## src/rtl/vga_axil_pkg.sv

```systemverilog
`default_nettype none
// ============================================================================
//  Module      : vga_axil_pkg
//  Description : Shared AXI-Lite types, response codes and arbiter FSM states
//                for the VGA register path.
//  Revision    : 1.0 - initial release
// ============================================================================
package vga_axil_pkg;

   typedef logic [31:0] axil_addr_t;
   typedef logic [31:0] axil_data_t;
   typedef logic [1:0]  axil_resp_t;

   localparam axil_resp_t AXIL_RESP_OKAY   = 2'b00;
   localparam axil_resp_t AXIL_RESP_EXOKAY = 2'b01;
   localparam axil_resp_t AXIL_RESP_SLVERR = 2'b10;
   localparam axil_resp_t AXIL_RESP_DECERR = 2'b11;

   typedef enum logic [2:0] {
      IDLE    = 3'd0,
      RD_ADDR = 3'd1,
      RD_DATA = 3'd2,
      WR_REQ  = 3'd3,
      WR_RESP = 3'd4
   } axil_arb_state_e;

endpackage
`default_nettype wire

```

## src/rtl/vga_rr_arbiter.sv

```systemverilog
`default_nettype none
// ============================================================================
//  Module      : vga_rr_arbiter
//  Description : Combinational round-robin pick: first requester at or after
//                ptr, searching circularly.
//  Revision    : 1.0 - initial release
// ============================================================================
module vga_rr_arbiter #(
   parameter int N     = 2,
   parameter int IDX_W = $clog2(N)
) (
   input  logic             req [N],
   input  logic [IDX_W-1:0] ptr,
   output logic [IDX_W-1:0] gnt_idx,
   output logic             gnt_valid
);

   always_comb begin
      int                k;
      logic [IDX_W-1:0]  idx;
      gnt_idx   = '0;
      gnt_valid = 1'b0;
      k         = 0;
      idx       = '0;
      // Walk from farthest to nearest so the nearest requester is written last
      for (int off = N - 1; off >= 0; off--) begin
         k = int'(ptr) + off;
         if (k >= N) begin
            k = k - N;
         end
         idx = IDX_W'(k);
         if (req[idx]) begin
            gnt_idx   = idx;
            gnt_valid = 1'b1;
         end
      end
   end

endmodule
`default_nettype wire

```

## src/rtl/vga_axil_arbiter.sv

```systemverilog
`default_nettype none
// ============================================================================
//  Module      : vga_axil_arbiter
//  Description : Round-robin AXI-Lite arbiter sharing one downstream slave
//                between NUM_MASTERS masters, one transaction at a time.
//  Revision    : 1.0 - initial release
// ============================================================================
module vga_axil_arbiter #(
   parameter int  NUM_MASTERS = 2,
   parameter type axil_addr_t = vga_axil_pkg::axil_addr_t,
   parameter type axil_data_t = vga_axil_pkg::axil_data_t,
   localparam int STRB_W      = $bits(axil_data_t) / 8
) (
   input  logic              clk,
   input  logic              arst_n,

   input  axil_addr_t        s_araddr  [NUM_MASTERS],
   input  logic              s_arvalid [NUM_MASTERS],
   output logic              s_arready [NUM_MASTERS],
   output axil_data_t        s_rdata   [NUM_MASTERS],
   output logic [1:0]        s_rresp   [NUM_MASTERS],
   output logic              s_rvalid  [NUM_MASTERS],
   input  logic              s_rready  [NUM_MASTERS],
   input  axil_addr_t        s_awaddr  [NUM_MASTERS],
   input  logic              s_awvalid [NUM_MASTERS],
   output logic              s_awready [NUM_MASTERS],
   input  axil_data_t        s_wdata   [NUM_MASTERS],
   input  logic [STRB_W-1:0] s_wstrb   [NUM_MASTERS],
   input  logic              s_wvalid  [NUM_MASTERS],
   output logic              s_wready  [NUM_MASTERS],
   output logic [1:0]        s_bresp   [NUM_MASTERS],
   output logic              s_bvalid  [NUM_MASTERS],
   input  logic              s_bready  [NUM_MASTERS],

   output axil_addr_t        m_araddr,
   output logic              m_arvalid,
   input  logic              m_arready,
   input  axil_data_t        m_rdata,
   input  logic [1:0]        m_rresp,
   input  logic              m_rvalid,
   output logic              m_rready,
   output axil_addr_t        m_awaddr,
   output logic              m_awvalid,
   input  logic              m_awready,
   output axil_data_t        m_wdata,
   output logic [STRB_W-1:0] m_wstrb,
   output logic              m_wvalid,
   input  logic              m_wready,
   input  logic [1:0]        m_bresp,
   input  logic              m_bvalid,
   output logic              m_bready
);

   import vga_axil_pkg::*;

   localparam int IDX_W = $clog2(NUM_MASTERS);

   axil_arb_state_e  r_state;
   logic [IDX_W-1:0] r_grant_idx;
   logic [IDX_W-1:0] r_rr_ptr;
   logic             r_aw_done;
   logic             r_w_done;

   logic             w_req [NUM_MASTERS];
   logic [IDX_W-1:0] w_gnt_idx;
   logic             w_gnt_valid;
   logic [IDX_W-1:0] w_next_ptr;
   logic             w_aw_hs;
   logic             w_w_hs;

   for (genvar gi = 0; gi < NUM_MASTERS; gi++) begin : g_req
      assign w_req[gi] = s_arvalid[gi] | s_awvalid[gi];
   end

   vga_rr_arbiter #(
      .N     (NUM_MASTERS),
      .IDX_W (IDX_W)
   ) u_rr_arbiter (
      .req       (w_req),
      .ptr       (r_rr_ptr),
      .gnt_idx   (w_gnt_idx),
      .gnt_valid (w_gnt_valid)
   );

   assign w_next_ptr = (w_gnt_idx == IDX_W'(NUM_MASTERS - 1)) ? '0 : w_gnt_idx + 1'b1;
   assign w_aw_hs    = m_awvalid & m_awready;
   assign w_w_hs     = m_wvalid & m_wready;

   always_ff @(posedge clk or negedge arst_n) begin
      if (!arst_n) begin
         r_state     <= IDLE;
         r_grant_idx <= '0;
         r_rr_ptr    <= '0;
         r_aw_done   <= 1'b0;
         r_w_done    <= 1'b0;
      end else begin
         case (r_state)
            IDLE: begin
               if (w_gnt_valid) begin
                  r_grant_idx <= w_gnt_idx;
                  r_rr_ptr    <= w_next_ptr;
                  // A master holding both valids is served its write first
                  if (s_awvalid[w_gnt_idx]) begin
                     r_state   <= WR_REQ;
                     r_aw_done <= 1'b0;
                     r_w_done  <= 1'b0;
                  end else begin
                     r_state <= RD_ADDR;
                  end
               end
            end
            RD_ADDR: begin
               if (m_arvalid && m_arready) begin
                  r_state <= RD_DATA;
               end
            end
            RD_DATA: begin
               if (m_rvalid && m_rready) begin
                  r_state <= IDLE;
               end
            end
            WR_REQ: begin
               if (w_aw_hs) begin
                  r_aw_done <= 1'b1;
               end
               if (w_w_hs) begin
                  r_w_done <= 1'b1;
               end
               if ((r_aw_done || w_aw_hs) && (r_w_done || w_w_hs)) begin
                  r_state <= WR_RESP;
               end
            end
            WR_RESP: begin
               if (m_bvalid && m_bready) begin
                  r_state <= IDLE;
               end
            end
            default: r_state <= IDLE;
         endcase
      end
   end

   always_comb begin
      m_araddr  = '0;
      m_arvalid = 1'b0;
      m_rready  = 1'b0;
      m_awaddr  = '0;
      m_awvalid = 1'b0;
      m_wdata   = '0;
      m_wstrb   = '0;
      m_wvalid  = 1'b0;
      m_bready  = 1'b0;
      for (int i = 0; i < NUM_MASTERS; i++) begin
         s_arready[i] = 1'b0;
         s_rdata[i]   = '0;
         s_rresp[i]   = '0;
         s_rvalid[i]  = 1'b0;
         s_awready[i] = 1'b0;
         s_wready[i]  = 1'b0;
         s_bresp[i]   = '0;
         s_bvalid[i]  = 1'b0;
      end

      // Payloads follow the frozen grant for the whole transaction
      if (r_state != IDLE) begin
         m_araddr = s_araddr[r_grant_idx];
         m_awaddr = s_awaddr[r_grant_idx];
         m_wdata  = s_wdata[r_grant_idx];
         m_wstrb  = s_wstrb[r_grant_idx];
         for (int i = 0; i < NUM_MASTERS; i++) begin
            if (r_grant_idx == IDX_W'(i)) begin
               s_rdata[i] = m_rdata;
               s_rresp[i] = m_rresp;
               s_bresp[i] = m_bresp;
               case (r_state)
                  RD_ADDR: s_arready[i] = m_arready;
                  RD_DATA: s_rvalid[i]  = m_rvalid;
                  WR_REQ: begin
                     s_awready[i] = m_awready & ~r_aw_done;
                     s_wready[i]  = m_wready & ~r_w_done;
                  end
                  WR_RESP: s_bvalid[i] = m_bvalid;
                  default: ;
               endcase
            end
         end
      end

      case (r_state)
         RD_ADDR: m_arvalid = s_arvalid[r_grant_idx];
         RD_DATA: m_rready  = s_rready[r_grant_idx];
         WR_REQ: begin
            m_awvalid = s_awvalid[r_grant_idx] & ~r_aw_done;
            m_wvalid  = s_wvalid[r_grant_idx] & ~r_w_done;
         end
         WR_RESP: m_bready = s_bready[r_grant_idx];
         default: ;
      endcase
   end

endmodule
`default_nettype wire

```

## config.mk

```make
export PLATFORM = sky130hd
export DESIGN_NAME = vga_axil_arbiter
export DESIGN_NICKNAME = d
export VERILOG_FILES = /design/src/rtl/vga_axil_pkg.sv /design/src/rtl/vga_rr_arbiter.sv /design/src/rtl/vga_axil_arbiter.sv
export SDC_FILE = /design/constraint.sdc
export NUM_CORES = 1
export LEC_CHECK = 0
export BUFFER_PORTS_ARGS = -buffer_cell sky130_fd_sc_hd__buf_4
export CAP_MARGIN = 20
export CORE_AREA = 2 2 171 173
export CTS_CLUSTER_SIZE = 14
export DETAILED_ROUTE_END_ITERATION = 10
export DIE_AREA = 0 0 173 175
export PLACE_DENSITY = 0.33
export SYNTH_ARGS = -nofsm -noshare
export SYNTH_HDL_FRONTEND = slang
export SYNTH_HIERARCHICAL = 1
export SYNTH_SLANG_ARGS = --single-unit
```

## constraint.sdc

```tcl
create_clock -name clk -period 3.8 [get_ports clk]
set_input_delay 0.57 -clock clk [delete_from_list [all_inputs] [get_ports clk]]
set_output_delay 0.57 -clock clk [all_outputs]
set_load 0.005 [all_outputs]
```

==> results of run 1 <==
==> logic make-up (layout without fill, tap and decap cells) <==
family | count (synthesis) | after routing | share of synthesized area (%)
AOI/OAI and AO/OA | 17 | 17 | 4.63
buffers and inverters | 48 | 453 | 9.64
DFF | 7 | 7 | 6.55
muxes | 107 | 107 | 40.5
and+or+nand+nor | 211 | 211 | 38.6
==> final cells by class <==
| class | count | share of cell area, % |
|---|---|---|
| Timing Repair Buffer | 444 | 52.8 |
| Multi-Input combinational cell | 335 | 35.3 |
| Tap cell | 384 | 7.58 |
| Sequential cell | 7 | 2.82 |
| Clock buffer | 4 | 1.24 |
| Inverter | 5 | 0.296 |
==> cells in the final DEF (no fill, tap or decap), types with 2 or more instances in the layout <==
cell,count
a21oi_1,2
or2_2,2
a211oi_2,2
o21ai_0,3
nor2_1,110
buf_4,443
inv_1,5
and3_2,6
mux2i_1,103
o21ai_1,2
and3_1,67
a31oi_1,2
a21boi_1,2
nand2_1,9
nor3_1,5
nor4_1,3
mux2_4,2
dfrtp_1,6
clkbuf_16,3
nand3_1,2
==> layer usage <==
layer  routed length, um  part of all wire, %
met5                   0                    0
met4                 481                  2.6
met3                1670                  9.2
met2                9360                   51
met1                6680                   37
==> flip-flops by register name (all words and copies together), names as in the netlist <==
signal       count
r_rr_ptr         1
r_aw_done        1
r_w_done         1
r_state          3
r_grant_idx      1
==> metrics by stage <==
step / cell area (sq um) / cells / utilization, % / setup WS [ns]
after floorplan: 2670 / 390 / - / 1.91
after global routing: 6340 / 1179 / 22.3 / 1.10
after detailed placement: 6260 / 1175 / 22.1 / 1.44
after global placement: 6260 / 1175 / 22.1 / 1.44
final: 6340 / 1179 / 22.3 / 1.24
after CTS: 6340 / 1179 / 22.3 / 1.20
==> Yosys cell counts <==
cell type and instances:
a211oi_1 1, a211oi_2 2, a21boi_1 2, a21oi_1 2, a31o_1 1, a31oi_1 2, and2_1 1, and3_1 67
and3_2 6, buf_2 16, buf_4 5, buf_6 4, clkbuf_1 11, clkbuf_2 7, dfrtp_1 7, inv_1 5
mux2_1 1, mux2_2 1, mux2_4 2, mux2i_1 103, nand2_1 9, nand2b_1 1, nand3_1 2, nand3b_1 1
nor2_1 110, nor2b_1 1, nor3_1 5, nor3_4 1, nor4_1 3, o21ai_0 3, o21ai_1 2, o221a_1 1
o2bb2ai_1 1, or2_1 1, or2_2 2, or3_1 1
==> where the power goes <==
| part | switching [mW] | total [mW] | internal, mW |
|---|---|---|---|
| clock | 0.0379 | 0.177 | 0.139 |
| combinational | 1.64 | 3.46 | 1.82 |
| sequential | 0.0602 | 0.172 | 0.112 |
==> how the worst max path moves through the flow <==
stage | end | slack (ns)
CTS | m_bready | 1.20
global placement | m_bready | 1.44
floorplan | s_rdata[49] | 1.91
global route | s_wready[0] | 1.10
detailed placement | m_bready | 1.44
finish | m_bready | 1.24
==> critical path, delay by kind of cell (launching register included) <==
kind	cells	cell delay (ns)
AND/OR/NAND/NOR	1	0.18
buffers and inverters	2	0.76
flip-flops	1	0.42
multiplexers	1	0.36
==> out/qor.csv, run 1 <==
metric,value,unit
synthesized flop and latch total,7,
gr usage total,10.9,%
TritonCTS clock tree,built,
GR Layer Usage met3,2.94,%
routed len/inst,15.4,um
total CTS buffers,3,
Final Max Tran Viols,0,
GRT met2 Usage,20.8,%
vias in the first global route,4472,
first-pass GRT wire length,26.2,mm
RSZ-0062 raised after global routing,no,
clock root buffer,clkbuf_16,
final setup fails,0,
top post-synthesis cells by area,"mux2i_1 39%, and3_1 16%, nor2_1 15%, dfrtp_1 6.6%, buf_2 3.0%",
GR Overflow Total,0,
via/cell ratio,3.75,
peak supply drop,0.345,mV
register-to-register setup slack,1.64,ns
Syn Nets,643,
crit share post-route,67.3,%
remaining antenna violation count,0,
Initial Util,9.41,%
Remaining DRCs,0,
worst min path class,in2async,
Reg2Reg Launch Point,r_grant_idx,
Post-Syn Area per Cell,6.85,sq um
FMAX,0.391,GHz
worst slew pin tran,0.921,ns
fill cell count,3292,
synthesized area,2670,sq um
Yosys cell types,36,
clk_skew,0.00139,ns
WHS,0.154,ns
routability cong.,0.796,
Critical Path AT,1.99,ns
die area,30300,sq um
clock buffer depth,2,
Pwr Density,600,nW/um^2
DRT iter0 DRCs,117,
CP required,3.23,ns
Max stage delay on crit path,0.63,ns
top-area cell type share of the netlist area,38.6,%
Core ar.,28400,sq um
Die Y,175,um
critical path capture point type,primary output,
"area leader, netlist",mux2i_1,
status,"complete, no violations",
slowest CP cell,buf_4,
postcts setup bufs,0,
Max-Cap Viols,0,
H-tree Lvls,1,
CP Class,reg2out,
final layout net count,1049,
port bufs,439,
"Seq/Total Area, Yosys",6.55,%
Total Power,3.81,mW
chip width,173,um
synthesized instance count,390,
Hold Fails Final Rpt,0,
standby leakage power,3.61,nW
HPWL after detailed placement,15.4,mm
Sum Neg Setup Slack,0,ns
Vias,4423,
area grow syn2layout,137,%
FF/Latch Area,179,sq um
terminus of the critical flop-to-flop path,r_state[1],
most used routing layer,met2,
initial antenna violation count,0,
share of cells above drive strength 1,58.1,%
# clock sinks,7,
largest net degree at the start of global routing,78,
Routed WL,18.2,mm
Antenna diodes,0,
Initial DRT Pass Iterations,4,
CP Launch Type,register,
Worst Path Max Fanout,71,
slew margin rel.,38.6,%
clk slew on worst S/H paths,0.04,ns
CTS Hold Bufs,0,
Multi-input gate area,2240,sq um
"most used cell, CP",buf_4,
synth warn,6,
IO Pins,440,
met1 usage,11.7,%
# rows,62,
CP Launch Point,r_grant_idx,
FF-to-FF path depth,6,
Worst-Skew Late Latency,0.23,ns
critical-path cell list,buf_4 > mux2_4 > and3_1 > buf_4,
CTS resizes,0,
final worst path period need,2.56,ns
Power figures use the tool's default switching activity.
==> inputs of run 2 (changes only) <==
PLACE_DENSITY = 0.34   (was 0.33)
clock period = 2.1 ns   (was 3.8 ns; I/O delays follow)
==> run 2 against run 1 <==
- setup slack lost 1.2 ns
- power grew 97%
- clock skew is 0.00062 ns higher
- clock power is 79% higher
- critical path type unchanged
- largest cell class unchanged
==> out/qor.csv, run 2 (same netlist as run 1, synthesis figures left out) <==
metric,value,unit
most frequent cells in the layout,"455 x buf_4, 107 x nor2_1, 103 x mux2i_1",
Top reg by flops,r_state,
RSZ-0062 raised after global routing,no,
clock root buffer,clkbuf_16,
first-pass GRT wire length,26.2,mm
Worst-Skew Late Latency,0.23,ns
CP Launch Point,r_state[2],
WP buf/inv,2,
terminus of the critical flop-to-flop path,r_state[1],
slew margin rel.,75.0,%
post-layout util,23.3,%
CP top delay family,simple AND/OR/NAND/NOR gates,
total CTS buffers,3,
TritonCTS clock tree,built,
slowest CP cell,dfrtp_2,
# rows,62,
CP required,1.78,ns
placed cells,1191,
routed len/inst,15.2,um
gr usage total,10.8,%
via/cell ratio,3.68,
clock buffer depth,2,
area grow syn2layout,147,%
Post-Layout Inst Area,6610,sq um
Antenna diodes,0,
chip width,173,um
Largest register FFs,3,
Pwr Density,1130,nW/um^2
worst min path class,in2reg,
Non-Filler Instances,1200,
Sum Neg Setup Slack,0,ns
Worst Path Max Fanout,73,
final layout net count,1070,
register-to-register setup slack,0.32,ns
clk slew on worst S/H paths,0.04,ns
Routed WL,18.2,mm
post-placement cell area,6480,sq um
Total Power,7.49,mW
share of cells above drive strength 1,59.7,%
Max stage delay on crit path,0.45,ns
Die Y,175,um
vias in the first global route,4461,
worst slew pin tran,0.371,ns
hold_sp,m_wready,
Core ar.,28400,sq um
initial antenna violation count,0,
Hold Fails Final Rpt,0,
Reg2Reg Launch Point,r_grant_idx,
peak supply drop,0.578,mV
Final Max Tran Viols,0,
WHS,0.431,ns
HPWL after detailed placement,15.7,mm
die area,30300,sq um
Initial Util,9.41,%
GR Overflow Total,0,
Initial DRT Pass Iterations,4,
"worst slack, placed",0.190,ns
FMAX,0.496,GHz
CP Launch Type,register,
DRT iter0 DRCs,89,
Vias,4410,
FF-to-FF path depth,7,
final worst path period need,2.02,ns
Final WS setup,0.0834,ns
CP Class,reg2out,
standby leakage power,3.74,nW
Remaining DRCs,0,
critical-path cell list,or3_1 > buf_12 > and3_2 > buf_4,
final setup fails,0,
Hold Path Depth,3,
port bufs,439,
# clock sinks,7,
remaining antenna violation count,0,
hold worst-path end,r_w_done,
Max-Cap Viols,0,
routability cong.,0.791,
clk_skew,0.00201,ns
Critical Path AT,1.70,ns
"most common cell after layout, fill and taps aside",buf_4,
critical path capture point type,primary output,
fill cell count,3252,
H-tree Lvls,1,
IO Pins,440,
largest net degree at the start of global routing,74,
crit share post-route,96.0,%
status,"complete, no violations",
-- run 2: cell types whose count changed in the layout (fill, tap and decap cells not counted), sizes merged --
cell,previous run,this run
buf,444,464
dlygate4sd3,0,1
-- run 2: cell type report --
class / count / area (sq um) / share of cell area [%]
multi-input cells: 335 / 2250 / 34.0
flip-flops and latches: 7 / 181 / 2.74
well taps: 384 / 480 / 7.27
inverters: 5 / 18.8 / 0.284
clock buffers: 4 / 78.8 / 1.19
repair buffers: 465 / 3610 / 54.5
-- run 2: repair_timing --
action / 4_1_cts / 5_1_grt
hold buffers: 1 / 0
resized for setup: 2 / 3
buffers inserted: 3 / 1
hold endpoints to repair: 7 / 0
endpoints found under the setup margin: 2 / 11
pin swaps: 0 / 1
-- run 2: worst max-delay path by stage --
stage | depth (start not counted) | to | slack [ns]
5_1_grt | 6 | s_awready[1] | 0.006
3_3_place_gp | 5 | m_awaddr[6] | 0.22
3_5_place_dp | 6 | s_awready[0] | 0.19
2_1_floorplan | 5 | s_rdata[49] | 0.46
4_1_cts | 6 | s_awready[1] | 0.04
6_report | 4 | s_rdata[53] | 0.08
-- run 2: worst min-delay path, stage by stage --
cell     delay, ns
buf_4         0.13
a31oi_1       0.12
a31oi_1       0.05
-- run 2: where the power goes --
part	switching (mW)	leakage, nW	internal [mW]	total [mW]
clock network	0.0637	0.0382	0.252	0.316
logic	3.13	3.62	3.75	6.88
registers	0.0953	0.0852	0.206	0.301
-- run 2: per-layer routing --
metal	GRT usage (%)	wire length, um	vias to the layer above
li1	-	-	2212
met1	11.9	6820	1904
met2	20.6	9340	278
met3	3.11	1740	16
met4	2.26	314	0
met5	0	0	-
==> inputs of run 3 (changes only) <==
CELL_PAD_IN_SITES_DETAIL_PLACEMENT = 1   (was not set)
CELL_PAD_IN_SITES_GLOBAL_PLACEMENT = 1   (was not set)
CORE_AREA = 2 2 173 175   (was 2 2 171 173)
DIE_AREA = 0 0 175 177   (was 0 0 173 175)
PLACE_DENSITY = 0.52   (was 0.34)
==> run 3 against run 2 <==
- die area up 2.3%
- sequential power fell by 13%
- via count increased by 2.9%
- fmax hardly changed
- highest routed layer unchanged
- hold slack improved by 0.0042 ns
- clock skew is 0.0014 ns lower
- count of clock-buffer cells in the layout unchanged
- first-iteration DRC count shrank 7.9%
- critical endpoint unchanged
==> out/qor.csv, run 3 (same netlist as run 1, synthesis figures left out) <==
metric,value,unit
status,"complete, no violations",
Remaining DRCs,0,
Total Power,7.64,mW
Initial DRT Pass Iterations,4,
Hold Fails Final Rpt,0,
Worst Path Max Fanout,73,
slew margin rel.,74.5,%
via/cell ratio,3.75,
remaining antenna violation count,0,
critical path capture point type,primary output,
register-to-register setup slack,0.35,ns
port bufs,439,
Max-Cap Viols,0,
Sum Neg Setup Slack,0,ns
DRT iter0 DRCs,82,
FF-to-FF path depth,7,
terminus of the critical flop-to-flop path,r_state[1],
die area,31000,sq um
chip width,175,um
"worst slack, placed",0.251,ns
worst min path class,in2async,
Antenna diodes,0,
clock root buffer,clkbuf_16,
final worst path period need,2.02,ns
share of cells above drive strength 1,59.4,%
GR Overflow Total,0,
gr usage total,11.2,%
initial antenna violation count,0,
peak supply drop,0.457,mV
most frequent cells in the layout,"458 x buf_4, 109 x nor2_1, 103 x mux2i_1",
FMAX,0.496,GHz
Worst-Skew Late Latency,0.23,ns
H-tree Lvls,1,
routability cong.,0.720,
final setup fails,0,
largest net degree at the start of global routing,74,
"most common cell after layout, fill and taps aside",buf_4,
Die Y,177,um
clk_skew,0.000651,ns
clock buffer depth,2,
Largest register FFs,3,
HPWL after detailed placement,16.8,mm
vias in the first global route,4721,
Critical Path AT,1.70,ns
crit share post-route,96.0,%
Vias,4536,
CP required,1.78,ns
# clock sinks,7,
first-pass GRT wire length,27.0,mm
Final WS setup,0.0844,ns
final layout net count,1074,
Initial Util,9.14,%
Top reg by flops,r_state,
standby leakage power,3.77,nW
Routed WL,19.6,mm
routed len/inst,16.2,um
total CTS buffers,3,
Final Max Tran Viols,0,
clk slew on worst S/H paths,0.04,ns
Reg2Reg Launch Point,r_grant_idx,
Pwr Density,1150,nW/um^2
CP Launch Type,register,
CP Class,reg2out,
# rows,63,
Core ar.,29200,sq um
RSZ-0062 raised after global routing,no,
IO Pins,440,
worst slew pin tran,0.379,ns
TritonCTS clock tree,built,
area grow syn2layout,149,%
## run 3: cell count changes in the layout (fill, tap and decap cells not counted), sizes merged
cell / change
clkbuf: +1
buf: +3
## run 3: final cells by class
| cell class | count | area (sq um) |
|---|---|---|
| repair buffers | 469 | 3660 |
| fillers | 3605 | 22600 |
| flip-flops and latches | 7 | 179 |
| multi-input cells | 335 | 2240 |
| clock buffers | 4 | 78.8 |
| well taps | 390 | 488 |
| inverters | 5 | 18.8 |
## run 3: through the flow
| step | area, sq um | hold slack, ns | utilization (%) | instances |
|---|---|---|---|---|
| after detailed placement | 6490 | 0.145 | 22.2 | 1199 |
| after CTS | 6580 | 0.438 | 22.5 | 1204 |
| after global routing | 6670 | 0.457 | 22.8 | 1210 |
| final | 6670 | 0.436 | 22.8 | 1210 |
| after floorplan | 2670 | 0.0194 | - | 390 |
| after global placement | 6490 | 0.141 | 22.2 | 1199 |
## run 3: metal layers
metal  vias to the layer above  track usage (%)  share of wire (%)
met5                         -                0                  0
met4                         0             1.46               0.93
met3                         8             3.03                9.0
met2                       274             21.4                 52
met1                      2039             12.6                 39
li1                       2215                -                  -
## run 3: worst max-delay path by stage
stage / startpoint / to / slack, ns / cells past startpoint
floorplan: r_state[0] / s_rdata[49] / 0.46 / 5
detailed placement: r_state[2] / s_rdata[49] / 0.25 / 4
CTS: r_state[2] / s_rdata[49] / 0.005 / 4
finish: r_state[2] / s_rdata[53] / 0.08 / 4
global route: r_state[2] / s_awready[0] / 0.007 / 5
global placement: r_state[2] / s_rdata[53] / 0.24 / 4
## run 3: critical path, cell delays in order (launching register included)
cell and delay (ns):
dfrtp_1 0.44, or3_1 0.44, buf_12 0.20, and3_2 0.23
buf_4 0.13
## run 3: repair_timing
action                     CTS  global route
hold endpoints to repair     7             0
setup endpoints to repair    0           107
setup buffers                0             5
hold buffers                 1             0
gates resized for setup      0             6
## run 3: report_power, final
| group | internal, mW | switching (mW) | leakage, nW |
|---|---|---|---|
| sequential | 0.203 | 0.0592 | 0.0878 |
| combinational | 3.84 | 3.21 | 3.65 |
| clock | 0.253 | 0.0758 | 0.0382 |
| total | 4.30 | 3.34 | 3.77 |
